## config.mk

```make
export PLATFORM = sky130hd
export DESIGN_NAME = time_edit_ctrl
export DESIGN_NICKNAME = d
export VERILOG_FILES = /design/src/rtl/time_edit_ctrl.sv
export SDC_FILE = /design/constraint.sdc
export NUM_CORES = 1
export LEC_CHECK = 0
export ABC_AREA = 1
export CELL_PAD_IN_SITES_DETAIL_PLACEMENT = 0
export CELL_PAD_IN_SITES_GLOBAL_PLACEMENT = 1
export CORE_MARGIN = 3
export CORE_UTILIZATION = 41
export CTS_CLUSTER_DIAMETER = 80
export DETAILED_ROUTE_END_ITERATION = 10
export GPL_TIMING_DRIVEN = 0
export PLACE_DENSITY = 0.8
export SLEW_MARGIN = 10
export SYNTH_ARGS = -nofsm -noshare
export SYNTH_HDL_FRONTEND = slang
export SYNTH_SLANG_ARGS = --single-unit
export TNS_END_PERCENT = 1
```

## constraint.sdc

```tcl
create_clock -name clock -period 1.74 [get_ports clock]
set_input_delay 0.348 -clock clock [delete_from_list [all_inputs] [get_ports clock]]
set_output_delay 0.348 -clock clock [all_outputs]
set_load 0.01 [all_outputs]
```

## src/rtl/time_edit_ctrl.sv

```systemverilog
`default_nettype none
// ============================================================================
// Module   : time_edit_ctrl
// Purpose  : Watch time-setting controller. Walks hours -> minutes -> seconds
//            edit fields from the config button, steps the selected field
//            with inc/dec (with auto-repeat), freezes the time counter while
//            editing and commits the edited time with a one-cycle strobe.
// Revision : 1.0 - initial release
// ============================================================================
module time_edit_ctrl #(
  parameter int REPEAT_DELAY  = 50_000_000,
  parameter int REPEAT_PERIOD = 10_000_000,
  parameter int TIMEOUT_S     = 30,
  parameter int BLINK_HALF    = 25_000_000
) (
  input  logic       clock,
  input  logic       reset_i,
  input  logic       btn_config_i,
  input  logic       btn_inc_i,
  input  logic       btn_dec_i,
  input  logic       tick_1hz_i,
  input  logic [5:0] seconds_i,
  input  logic [5:0] minutes_i,
  input  logic [4:0] hours_i,
  output logic       count_enable_o,
  output logic       load_time_o,
  output logic [5:0] load_seconds_o,
  output logic [5:0] load_minutes_o,
  output logic [4:0] load_hours_o,
  output logic [1:0] edit_field_o,
  output logic       blink_o
);

  localparam logic [2:0] c_st_run    = 3'd0;
  localparam logic [2:0] c_st_ed_h   = 3'd1;
  localparam logic [2:0] c_st_ed_m   = 3'd2;
  localparam logic [2:0] c_st_ed_s   = 3'd3;
  localparam logic [2:0] c_st_commit = 3'd4;

  logic [2:0]  r_state;
  logic [2:0]  w_state_nxt;
  logic        r_cfg_prev, r_inc_prev, r_dec_prev;
  logic [4:0]  r_hours;
  logic [5:0]  r_minutes, r_seconds;
  logic [31:0] r_hold, r_idle, r_blink_cnt;
  logic        r_rep;
  logic        r_count_enable, r_load_time, r_blink;
  logic [1:0]  r_edit_field;

  logic w_cfg_edge, w_inc_edge, w_dec_edge;
  logic w_editing, w_nxt_editing, w_one_held, w_rep_fire;
  logic w_step_inc, w_step_dec, w_step, w_activity, w_timeout, w_enter_edit;
  logic [1:0] w_field_nxt;

  assign w_cfg_edge = btn_config_i & ~r_cfg_prev;
  assign w_inc_edge = btn_inc_i & ~r_inc_prev;
  assign w_dec_edge = btn_dec_i & ~r_dec_prev;

  assign w_editing     = (r_state == c_st_ed_h) || (r_state == c_st_ed_m) || (r_state == c_st_ed_s);
  assign w_nxt_editing = (w_state_nxt == c_st_ed_h) || (w_state_nxt == c_st_ed_m) ||
                         (w_state_nxt == c_st_ed_s);
  assign w_one_held    = btn_inc_i ^ btn_dec_i;

  // First repeat fires after REPEAT_DELAY held cycles, later ones every REPEAT_PERIOD
  assign w_rep_fire = w_editing && w_one_held &&
                      (r_rep ? (r_hold == 32'(REPEAT_PERIOD)) : (r_hold == 32'(REPEAT_DELAY)));

  // A coincident config edge always takes priority over a step
  assign w_step_inc = w_editing && !w_cfg_edge && btn_inc_i && !btn_dec_i && (w_inc_edge || w_rep_fire);
  assign w_step_dec = w_editing && !w_cfg_edge && btn_dec_i && !btn_inc_i && (w_dec_edge || w_rep_fire);
  assign w_step     = w_step_inc || w_step_dec;

  assign w_activity = w_cfg_edge || w_inc_edge || w_dec_edge || w_step;
  assign w_timeout  = w_editing && !w_activity && tick_1hz_i && (r_idle == 32'(TIMEOUT_S - 1));

  assign w_enter_edit = w_nxt_editing && (w_state_nxt != r_state);

  assign load_hours_o   = r_hours;
  assign load_minutes_o = r_minutes;
  assign load_seconds_o = r_seconds;
  assign count_enable_o = r_count_enable;
  assign load_time_o    = r_load_time;
  assign edit_field_o   = r_edit_field;
  assign blink_o        = r_blink;

  // Next-state selection for the edit sequence
  always_comb begin
    w_state_nxt = r_state;
    case (r_state)
      c_st_run:    if (w_cfg_edge) w_state_nxt = c_st_ed_h;
      c_st_ed_h:   if (w_cfg_edge) w_state_nxt = c_st_ed_m;
                   else if (w_timeout) w_state_nxt = c_st_run;
      c_st_ed_m:   if (w_cfg_edge) w_state_nxt = c_st_ed_s;
                   else if (w_timeout) w_state_nxt = c_st_run;
      c_st_ed_s:   if (w_cfg_edge) w_state_nxt = c_st_commit;
                   else if (w_timeout) w_state_nxt = c_st_run;
      default:     w_state_nxt = c_st_run;
    endcase
  end

  // Field indicator that follows the next state
  always_comb begin
    w_field_nxt = 2'd0;
    case (w_state_nxt)
      c_st_ed_h: w_field_nxt = 2'd1;
      c_st_ed_m: w_field_nxt = 2'd2;
      c_st_ed_s: w_field_nxt = 2'd3;
      default:   w_field_nxt = 2'd0;
    endcase
  end

  // State, button history and registered status outputs
  always_ff @(posedge clock or negedge reset_i) begin
    if (!reset_i) begin
      r_state        <= c_st_run;
      r_cfg_prev     <= 1'b1;
      r_inc_prev     <= 1'b1;
      r_dec_prev     <= 1'b1;
      r_count_enable <= 1'b1;
      r_load_time    <= 1'b0;
      r_edit_field   <= 2'd0;
    end else begin
      r_state        <= w_state_nxt;
      r_cfg_prev     <= btn_config_i;
      r_inc_prev     <= btn_inc_i;
      r_dec_prev     <= btn_dec_i;
      r_count_enable <= (w_state_nxt == c_st_run);
      r_load_time    <= (w_state_nxt == c_st_commit);
      r_edit_field   <= w_field_nxt;
    end
  end

  // Edit registers: sanitised capture on entry, wrapping steps while editing
  always_ff @(posedge clock or negedge reset_i) begin
    if (!reset_i) begin
      r_hours   <= 5'd0;
      r_minutes <= 6'd0;
      r_seconds <= 6'd0;
    end else if (r_state == c_st_run && w_cfg_edge) begin
      r_hours   <= (hours_i   > 5'd23) ? 5'd0 : hours_i;
      r_minutes <= (minutes_i > 6'd59) ? 6'd0 : minutes_i;
      r_seconds <= (seconds_i > 6'd59) ? 6'd0 : seconds_i;
    end else if (w_step) begin
      case (r_state)
        c_st_ed_h:
          if (w_step_inc) r_hours <= (r_hours == 5'd23) ? 5'd0 : r_hours + 5'd1;
          else            r_hours <= (r_hours == 5'd0) ? 5'd23 : r_hours - 5'd1;
        c_st_ed_m:
          if (w_step_inc) r_minutes <= (r_minutes == 6'd59) ? 6'd0 : r_minutes + 6'd1;
          else            r_minutes <= (r_minutes == 6'd0) ? 6'd59 : r_minutes - 6'd1;
        default:
          if (w_step_inc) r_seconds <= (r_seconds == 6'd59) ? 6'd0 : r_seconds + 6'd1;
          else            r_seconds <= (r_seconds == 6'd0) ? 6'd59 : r_seconds - 6'd1;
      endcase
    end
  end

  // Hold counter for auto-repeat; restarts on release, both held or field change
  always_ff @(posedge clock or negedge reset_i) begin
    if (!reset_i) begin
      r_hold <= 32'd0;
      r_rep  <= 1'b0;
    end else if (!w_editing || !w_one_held || w_cfg_edge) begin
      r_hold <= 32'd0;
      r_rep  <= 1'b0;
    end else if (w_rep_fire) begin
      r_hold <= 32'd1;
      r_rep  <= 1'b1;
    end else begin
      r_hold <= r_hold + 32'd1;
    end
  end

  // Inactivity counter in seconds ticks while editing
  always_ff @(posedge clock or negedge reset_i) begin
    if (!reset_i) begin
      r_idle <= 32'd0;
    end else if (!w_editing || w_activity) begin
      r_idle <= 32'd0;
    end else if (tick_1hz_i) begin
      r_idle <= r_idle + 32'd1;
    end
  end

  // Blink phase; forced visible on field entry and on each step
  always_ff @(posedge clock or negedge reset_i) begin
    if (!reset_i) begin
      r_blink     <= 1'b0;
      r_blink_cnt <= 32'd0;
    end else if (!w_nxt_editing) begin
      r_blink     <= 1'b0;
      r_blink_cnt <= 32'd0;
    end else if (w_enter_edit || w_step) begin
      r_blink     <= 1'b1;
      r_blink_cnt <= 32'd0;
    end else if (r_blink_cnt == 32'(BLINK_HALF - 1)) begin
      r_blink     <= ~r_blink;
      r_blink_cnt <= 32'd0;
    end else begin
      r_blink_cnt <= r_blink_cnt + 32'd1;
    end
  end

endmodule
`default_nettype wire

```

==> Word-level counts from Yosys, hierarchy flattened <==
Index checks and enable logic that the tools add are counted.
{ "totals": {"regBits": 125, "input_bits": 23, "output_inout_bits": 22, "wordCells": 141} }
{ "classes": {"n_addsub": 9, "order_cmp": 3, "n_eq_ne": 17, "n_mux": 41, "bitwise_logic": 8, "n_reduce_logical": 48} }
{ "ops": {"columns": ["operator", "count"], "rows": [
  ["two-way mux 32 bit", 7],
  ["adder 32 x 1 -> 32 bit (second input constant)", 3],
  ["two-way mux 6 bit", 14],
  ["two-way mux 5 bit", 7],
  ["equality test 32 x 24 -> 1 bit (second input constant)", 1],
  ["equality test 32 x 25 -> 1 bit (second input constant)", 1],
  ["equality test 32 x 26 -> 1 bit (second input constant)", 1],
  ["equality test 32 x 5 -> 1 bit (second input constant)", 1],
  ["two-way mux 3 bit", 5],
  ["logical AND 1 bit", 14],
  ["logical OR 1 bit", 14],
  ["adder 6 x 1 -> 6 bit (second input constant)", 2],
  ["equality test 3 x 2 -> 1 bit (second input constant)", 4],
  ["equality test 6 bit (second input constant)", 2],
  ["> comparator 6 bit (second input constant)", 2],
  ["zero test 6 bit", 2],
  ["one-hot mux 3 bit (4 select lines)", 1],
  ["subtractor 6 x 1 -> 6 bit (second input constant)", 2],
  ["nonzero test 2 bit", 5],
  ["equality test 3 x 1 -> 1 bit (second input constant)", 2],
  ["zero test 1 bit", 6],
  ["zero test 3 bit", 2],
  ["two-way mux 1 bit", 6],
  ["one-hot mux 2 bit (3 select lines)", 1],
  ["other kinds (14)", 21]
]} }

==> Logic depth before layout (Yosys ltp) <==
Gate-level depths: netlist (run 1).
{ "logic_depth": {"ltp_word": 23, "mapped_depth": 17, "ltp_nobuf": 17} }

==> Worst setup path after synthesis (run 1) <==
OpenSTA, ideal clock, no wires.
{ "synth_timing": {"kind": "flip-flop to flip-flop", "start": "reg r_blink_cnt[0]", "end": "reg r_blink_cnt[30]", "setup_time_ns": 0.073, "arrival_ns": 1.792, "required_ns": 1.667, "path_slack_ns": -0.125, "stages_incl_launch_ff": 12, "path_buffers": 0, "synth_period_minus_slack_ns": 1.865, "path_cell_list": "dfrtp_1 > ha_1 > nand2_1 > nor2_1 > nand2_2 > nor2_4 > nand4_2 > nor2_4 > nand3_2 > xor2_1 > or2_2 > a21oi_2"} }
{ "synth_between": {"elab_chain_len": 4, "elab_cells_between_ends": 5, "cone_classes": "1 x add/sub; 1 x eq/ne; 3 x mux"} }
{ "synth_rtl": {"columns": ["item", "line", "text"], "rows": [
  ["from (decl)", "45", "logic [31:0] r_hold, r_idle, r_blink_cnt;"],
  ["from (signal assigned)", "200", "r_blink_cnt <= r_blink_cnt + 32'd1;"],
  ["adder 32 x 1 -> 32 bit / equality test 32 x 25 -> 1 bit (equally long branches)", "200, 196", null],
  ["two-way mux 32 bit *", "196", "end else if (r_blink_cnt == 32'(BLINK_HALF - 1)) begin"],
  ["two-way mux 32 bit *", "193", "end else if (w_enter_edit || w_step) begin"],
  ["two-way mux 32 bit *", "190", "end else if (!w_nxt_editing) begin"]
]} }
Every way passes the cells marked *; elsewhere a longest branch is shown, timed or not.
A chain may end at the register's enable or synchronous reset.

==> Final worst setup path (run 1) <==
{ "layout_timing": {"start": "reg r_hold[0]", "end": "reg r_blink_cnt[12]"} }
{ "layout_between": {"elab_chain_len": 21, "elab_cells_between_ends": 29, "cone_classes": "6 x eq/ne; 8 x mux; 15 x reduce/logical"} }
{ "layout_rtl": {"columns": ["item", "line", "text"], "rows": [
  ["from (decl)", "45", null],
  ["from (signal assigned)", "170", "r_hold <= r_hold + 32'd1;"],
  ["equality test 32 x 26 -> 1 bit / equality test 32 x 24 -> 1 bit (equally long branches)", "66", "(r_rep ? (r_hold == 32'(REPEAT_PERIOD)) : (r_hold == 32'(REPEAT_DELAY)));"],
  ["two-way mux 1 bit *", "66", null],
  ["logical AND 1 bit *", "65", "assign w_rep_fire = w_editing && w_one_held &&"],
  ["logical OR 1 bit, on equally long branches", "69, 70", null],
  ["logical AND 1 bit, on equally long branches", "69, 70", null],
  ["logical OR 1 bit *", "71", "assign w_step = w_step_inc || w_step_dec;"],
  ["logical OR 1 bit", "73", "assign w_activity = w_cfg_edge || w_inc_edge || w_dec_edge || w_step;"],
  ["zero test 1 bit", "74", "assign w_timeout = w_editing && !w_activity && tick_1hz_i && (r_idle == 32'(TIMEOUT_S - 1));"],
  ["[... 4 more ...]", null, null],
  ["two-way mux 3 bit, on equally long branches", "95, 91, 93", null],
  ["one-hot mux 3 bit (4 select lines)", "89", "case (r_state)"],
  ["equality test 3 x 1 -> 1 bit / equality test 3 x 2 -> 1 bit (equally long branches)", "60", "assign w_nxt_editing = (w_state_nxt == c_st_ed_h) || (w_state_nxt == c_st_ed_m) ||"],
  ["logical OR 1 bit (2 in series)", "60", null],
  ["logical AND 1 bit", "76", "assign w_enter_edit = w_nxt_editing && (w_state_nxt != r_state);"],
  ["logical OR 1 bit", "193", null],
  ["two-way mux 32 bit", "193", null],
  ["two-way mux 32 bit *", "190", null]
]} }
Marks and branches as above.

==> results of run 1 <==
[cell usage in the layout, fill, tap and decap left out, types with 7 or more instances in the layout]
master and n:
nand2_1 168, nor2_4 9, o21ai_1 10, a21oi_1 45, o21ai_0 53, xor2_1 38
dlygate4sd2_1 15, nand3b_1 9, clkbuf_16 17, xnor2_1 16, buf_6 8, nand2_2 12
buf_4 20, nand4_1 33, nand3_1 53, clkdlybuf4s50_1 26, nor2_1 109, or2_2 9
dfrtp_2 9, ha_1 12, nor3_1 45, dfrtp_1 112, a21oi_2 29, nor3_2 7
nor2_2 15, inv_1 130, nand3_2 7, nor4_1 21
[worst reg2reg max path: cells and delay by family (launching register included)]
kind | cells | cell delay [ns]
fa+ha+maj | 1 | 0.15
buf+inv | 2 | 0.25
simple gates | 11 | 1.06
flops | 1 | 0.42
compound gates | 1 | 0.14
[cell type report]
cell class / instances / area (um^2) / share of cell area
clock inverter: 13 / 142.6 / 0.01457
timing repair buffer: 64 / 595.6 / 0.06083
inverter: 136 / 514.2 / 0.05252
sequential: 125 / 3144 / 0.3212
tap: 260 / 325.3 / 0.03323
clock buffer: 19 / 442.9 / 0.04524
multi-input combinational: 750 / 4355 / 0.4449
buffer: 24 / 270.3 / 0.02760
[how the worst min path moves through the flow]
stage,cells past startpoint,slack [ns],end
2_1_floorplan,0,0.05,blink_o
3_3_place_gp,1,0.45,r_hold[31]
3_5_place_dp,1,0.37,r_hold[18]
4_1_cts,1,0.21,r_dec_prev
5_1_grt,1,0.21,r_dec_prev
6_report,1,0.22,r_dec_prev
[registers in the layout, summed over array words and instances (netlist names), 2 cells and up]
signal          count
edit_field_o        2
load_hours_o        5
load_minutes_o      6
load_seconds_o      6
r_blink_cnt        32
r_hold             32
r_idle             32
r_state             3
[what timing repair did]
| item | in CTS | in global routing |
|---|---|---|
| hold buffers | 1 | 0 |
| hold endpoints to repair | 53 | 0 |
| buffers inserted | 13 | 6 |
| pin swaps | 14 | 7 |
| endpoints found under the setup margin | 128 | 116 |
| cloned | 0 | 1 |
| resized for setup | 96 | 28 |
[routing by layer]
metal  track usage  part of all wire
met3       0.04338             0.036
met5             0                 0
met2        0.3068              0.47
met4       0.05695             0.015
met1        0.2837              0.48
[power groups by stage]
stage / Combinational (mW) / Sequential (mW) / Clock (mW)
after floorplan: 2.36 / 3.66 / 0
after global placement: 3.64 / 3.65 / 0
after detailed placement: 3.66 / 3.64 / 0
after CTS: 3.83 / 3.61 / 3.65
after global routing: 4.41 / 3.68 / 3.77
final: 3.91 / 3.62 / 3.57
[cell families after synthesis]
logic type	count (synthesis)	share of synthesized area
adders and majority gates	13	0.02058
DFF	125	0.3965
and+or+nand+nor	524	0.3181
xor gates and xnor gates	54	0.05985
AOI/OAI and AO/OA	158	0.1206
buffers and inverters	160	0.08439
==> results.sh, run 1 <==
export IMPL_power_mw=11.10
export IMPL_dieHeight_um=144.8
export IMPL_synth_cells=1034
export IMPL_fin_util=0.5199
export IMPL_critPathBufInv=2
export IMPL_power_frac_seq=0.326
export IMPL_cp_depth=15
export IMPL_cp_max_fo=10
export IMPL_violations="setup timing"
export IMPL_finClkSkew_ns=0.005754
export IMPL_synth_area_top_cells="dfrtp_1, nand2_1, inv_1"
export IMPL_clock_sinks=125
export IMPL_fin_area_mm2=0.009791
export IMPL_power_frac_comb=0.352
export IMPL_p_int_mw=6.991
export IMPL_critPathLaunch="r_hold[0]"
export IMPL_overflow=0
export IMPL_place_area_mm2=0.008711
export IMPL_p_leak_nw=4.073
export IMPL_vias_per_cell=5.086
export IMPL_final_nets=1154
export IMPL_drt_iter0_drc=487
export IMPL_finalWorstSetupSlack_ns=-0.3376
export IMPL_tns_ns=-24.41
export IMPL_grt_max_degree=72
export IMPL_rsz0062_at_grt="yes"
export IMPL_cts_buffers=17
export IMPL_num_vias=7074
export IMPL_finalHoldViolations=0
export IMPL_yosysTopAreaCell="dfrtp_1"
export IMPL_rrSetupSlack_ns=-0.34
export IMPL_die_w_um=144.8
export IMPL_cap_violations=0
export IMPL_synth_most_common_cell="nand2_1"
export IMPL_start_util=0.4197
export IMPL_rows=50
export IMPL_io_buffer_count=43
export IMPL_crit_reg2reg_launch="r_hold[0]"
export IMPL_io_pins=45
export IMPL_synth_common_cells="nand2_1, inv_1, dfrtp_1, nor2_1, o21ai_0"
export IMPL_crit_chain="inv_1, ha_1, nand4_1, nor2_4, nand3_4, nand2_4, nand2_4, nand2_4, nor2_4, nand3_2, nand2_1, nand2_2, nand2_8, buf_12, a21oi_2"
export IMPL_placed_cells=1338
export IMPL_grt_pass1_wl_mm=33.53
export IMPL_synthFlopType="dfrtp_1"
export IMPL_min_path_type="primary input to flop"
export IMPL_place_hpwl_mm=14.14
export IMPL_place_ws_ns=-1.529
export IMPL_ys_types=46
export IMPL_fillers=1853
export IMPL_critPathTopFamily="simple AND/OR/NAND/NOR gates"
export IMPL_max_stage_delay_ns=0.42
export IMPL_fin_crit_ns=2.078
export IMPL_diodes=0
export IMPL_cpMostUsedCell="nand2_4"
export IMPL_clk_pin_slew_ns=0.06
export IMPL_netlist_area_mm2=0.007903
export IMPL_antenna_found_initial=0
export IMPL_synth_top_cell_area_share=0.3832
export IMPL_synth_warning_count=0
export IMPL_syn_avg_cell_area_um2=7.643
export IMPL_grt_pass1_vias=6836
export IMPL_syn_nets=1070
export IMPL_maxSlewViolCount=0
export IMPL_end_kind="flop"
export IMPL_area_growth_pct=23.89
export IMPL_die_area_mm2=0.02098
export IMPL_cts_path_max_buffers=2
export IMPL_maxSlewHeadroom=0.3310
export IMPL_htreeDepth=4
export IMPL_p_per_area_mw_per_mm2=1133
export IMPL_cp_data_arrival_time_ns=2.43
export IMPL_p_clk_frac=0.322
export IMPL_wl_mm=20.04
export IMPL_synth_yosys_seq_area_share=0.3965
export IMPL_r2r_end="r_blink_cnt[12]"
export IMPL_ir_worst_vdd_mv=0.8900
export IMPL_path_class="flop to flop"
export IMPL_swShare=0.3699
export IMPL_place_congestion=0.8807
export IMPL_layout_drive_gt1_share=0.1821
export IMPL_max_freq_ghz=0.4813
export IMPL_instances_no_fill=1391
export IMPL_clk_latency_ns=0.42
export IMPL_setup_worst_path_end="r_blink_cnt[12]"
export IMPL_critPathRequiredTime_ns=2.09
export IMPL_setup_viol=108
export IMPL_worstRegToRegCells=15
export IMPL_cts_tree="built"
export IMPL_drc=0
export IMPL_synth_seq_cells=125
export IMPL_root_buffer="clkbuf_16"
export IMPL_wl_per_cell_um=14.40
export IMPL_antenna_left=0
export IMPL_synthArstFlopShare=1.000
export IMPL_dr_pass1_iters=5
export IMPL_coreArea_mm2=0.01883
export IMPL_hold_start="btn_dec_i"
export IMPL_synth_edff_count=0
export IMPL_period_share=1.194
export IMPL_worst_slew_pin_slew_ns=0.9906
export IMPL_p_sw_mw=4.105
export IMPL_startpoint_type="flop"
export IMPL_whs_ns=0.2203
export IMPL_status="finished, violations left"
export IMPL_grtUsageTotal=0.1994
export IMPL_slowest_stage="dfrtp_1"
(Power assumes the default switching activity.)
==> run 2: changes to the inputs <==
--- a/config.mk
+++ b/config.mk
@@ -13,7 +13,7 @@
 export CTS_CLUSTER_DIAMETER = 80
 export DETAILED_ROUTE_END_ITERATION = 10
 export GPL_TIMING_DRIVEN = 0
-export PLACE_DENSITY = 0.8
+export PLACE_DENSITY_LB_ADDON = 0.1
 export SLEW_MARGIN = 10
 export SYNTH_ARGS = -nofsm -noshare
 export SYNTH_HDL_FRONTEND = slang
==> results.sh, run 2 (synthesis results as in run 1) <==
export IMPL_antenna_found_initial=0
export IMPL_cap_violations=0
export IMPL_maxSlewHeadroom=0.2086
export IMPL_slowest_stage="dfrtp_1"
export IMPL_status="finished, violations left"
export IMPL_rows=50
export IMPL_coreArea_mm2=0.01883
export IMPL_largest_registers="r_blink_cnt: 32 flops, r_hold: 32 flops, r_idle: 32 flops"
export IMPL_place_ws_ns=-1.485
export IMPL_grt_pass1_vias=6815
export IMPL_min_path_type="primary input to flop"
export IMPL_finClkSkew_ns=0.01018
export IMPL_finalWorstSetupSlack_ns=-0.3198
export IMPL_grtUsageTotal=0.2021
export IMPL_cp_data_arrival_time_ns=2.34
export IMPL_final_common_cell="nand2_1"
export IMPL_wl_per_cell_um=14.44
export IMPL_path_class="flop to flop"
export IMPL_cts_path_max_buffers=2
export IMPL_max_freq_ghz=0.4855
export IMPL_layout_drive_gt1_share=0.1923
export IMPL_ir_worst_vdd_mv=0.7043
export IMPL_whs_ns=0.3012
export IMPL_cpMostUsedCell="o21ai_0"
export IMPL_grt_pass1_wl_mm=34.09
export IMPL_htreeDepth=4
export IMPL_final_cell_mix="nand2_1, inv_1, dfrtp_1, nor2_1, o21ai_0"
export IMPL_clock_sinks=125
export IMPL_p_clk_frac=0.320
export IMPL_period_share=1.184
export IMPL_critPathRequiredTime_ns=2.02
export IMPL_dieHeight_um=144.8
export IMPL_io_buffer_count=43
export IMPL_area_growth_pct=24.62
export IMPL_setup_viol=100
export IMPL_max_stage_delay_ns=0.41
export IMPL_clk_pin_slew_ns=0.06
export IMPL_die_w_um=144.8
export IMPL_swShare=0.3605
export IMPL_crit_chain="inv_1, ha_1, nand4_1, nor2_4, nand3_4, nand2_2, nand2_4, buf_4, or2_0, nand3_1, o21ai_0, nand2_1, o21ai_0"
export IMPL_drt_iter0_drc=416
export IMPL_p_sw_mw=3.963
export IMPL_grt_max_degree=66
export IMPL_worst_slew_pin_slew_ns=1.172
export IMPL_startpoint_type="flop"
export IMPL_power_frac_comb=0.351
export IMPL_diodes=0
export IMPL_overflow=0
export IMPL_fin_crit_ns=2.060
export IMPL_clk_latency_ns=0.42
export IMPL_finalHoldViolations=0
export IMPL_io_pins=45
export IMPL_place_congestion=0.8356
export IMPL_root_buffer="clkbuf_16"
export IMPL_wl_mm=20.20
export IMPL_final_nets=1162
export IMPL_rsz0062_at_grt="yes"
export IMPL_cts_tree="built"
export IMPL_p_per_area_mw_per_mm2=1116
export IMPL_antenna_left=0
export IMPL_place_hpwl_mm=14.23
export IMPL_cts_buffers=17
export IMPL_p_leak_nw=4.128
export IMPL_end_kind="flop"
export IMPL_drc=0
export IMPL_vias_per_cell=5.008
export IMPL_violations="setup timing"
export IMPL_maxSlewViolCount=0
export IMPL_cp_max_fo=10
export IMPL_num_vias=7006
export IMPL_start_util=0.4197
export IMPL_power_frac_seq=0.328
export IMPL_die_area_mm2=0.02098
export IMPL_p_int_mw=7.031
export IMPL_dr_pass1_iters=5
export IMPL_fin_util=0.5230
[run 2: area by class of cell]
type	instances	area, um^2
fill	1881	8982
multi-input combinational	749	4355
sequential	125	3146
timing repair buffer	73	666.9
inverter	136	515.5
clock buffer	22	464.2
tap	260	325.3
buffer	24	260.3
clock inverter	10	115.1
[run 2: worst max-delay path, delay by kind of cell (launching register included)]
| family | cells | cell delay [ns] |
|---|---|---|
| and+or+nand+nor | 8 | 0.95 |
| AOI/OAI and AO/OA | 2 | 0.16 |
| buffers and inverters | 2 | 0.25 |
| adders and majority gates | 1 | 0.15 |
| DFF | 1 | 0.41 |
[run 2: power by group through the flow]
stage,logic [mW],registers [mW],clock network (mW)
finish,3.86,3.61,3.52
global placement,3.63,3.66,0
global route,4.39,3.66,3.74
detailed placement,3.64,3.64,0
CTS,3.84,3.61,3.61
floorplan,2.36,3.66,0
[run 2: what timing repair did]
item                                   in CTS  in global routing
setup endpoints to repair                 129                117
endpoints found under the hold margin      57                  0
gates resized for setup                    87                 40
hold buffers                                1                  0
pin swaps                                  12                  8
buffers inserted                           13                 15
[run 2: stage by stage]
stage	area (um^2)	setup TNS (ns)	power (mW)	instances
floorplan	7926	-3.181	6.023	1034
global placement	8682	-720.85	7.293	1337
detailed placement	8711	-105.71	7.284	1338
CTS	9619	-25.95	11.06	1384
global route	9848	-40.75	11.79	1399
finish	9848	-19.86	10.99	1399
[run 2: per-layer routing]
metal	up-vias	global-route usage	part of all wire
met3	18	0.03516	0.025
met1	3283	0.2926	0.51
met4	0	0.04958	0.011
met2	85	0.3153	0.46
met5	-	0	0
li1	3620	-	-
[run 2: path summary, 6_finish.rpt]
| path | cells past startpoint | end | slack [ns] | from |
|---|---|---|---|---|
| max | 13 | load_minutes_o[1] | -0.32 | r_hold[0] |
| min | 3 | r_idle[0] | 0.30 | tick_1hz_i |
| max reg2reg | 13 | load_minutes_o[1] | -0.32 | r_hold[0] |
| min reg2reg | 1 | r_hold[31] | 0.46 | r_hold[31] |
| max in group asynchronous | 3 | count_enable_o | 0.49 | reset_i |
| min in group asynchronous | 2 | r_idle[6] | 0.48 | reset_i |
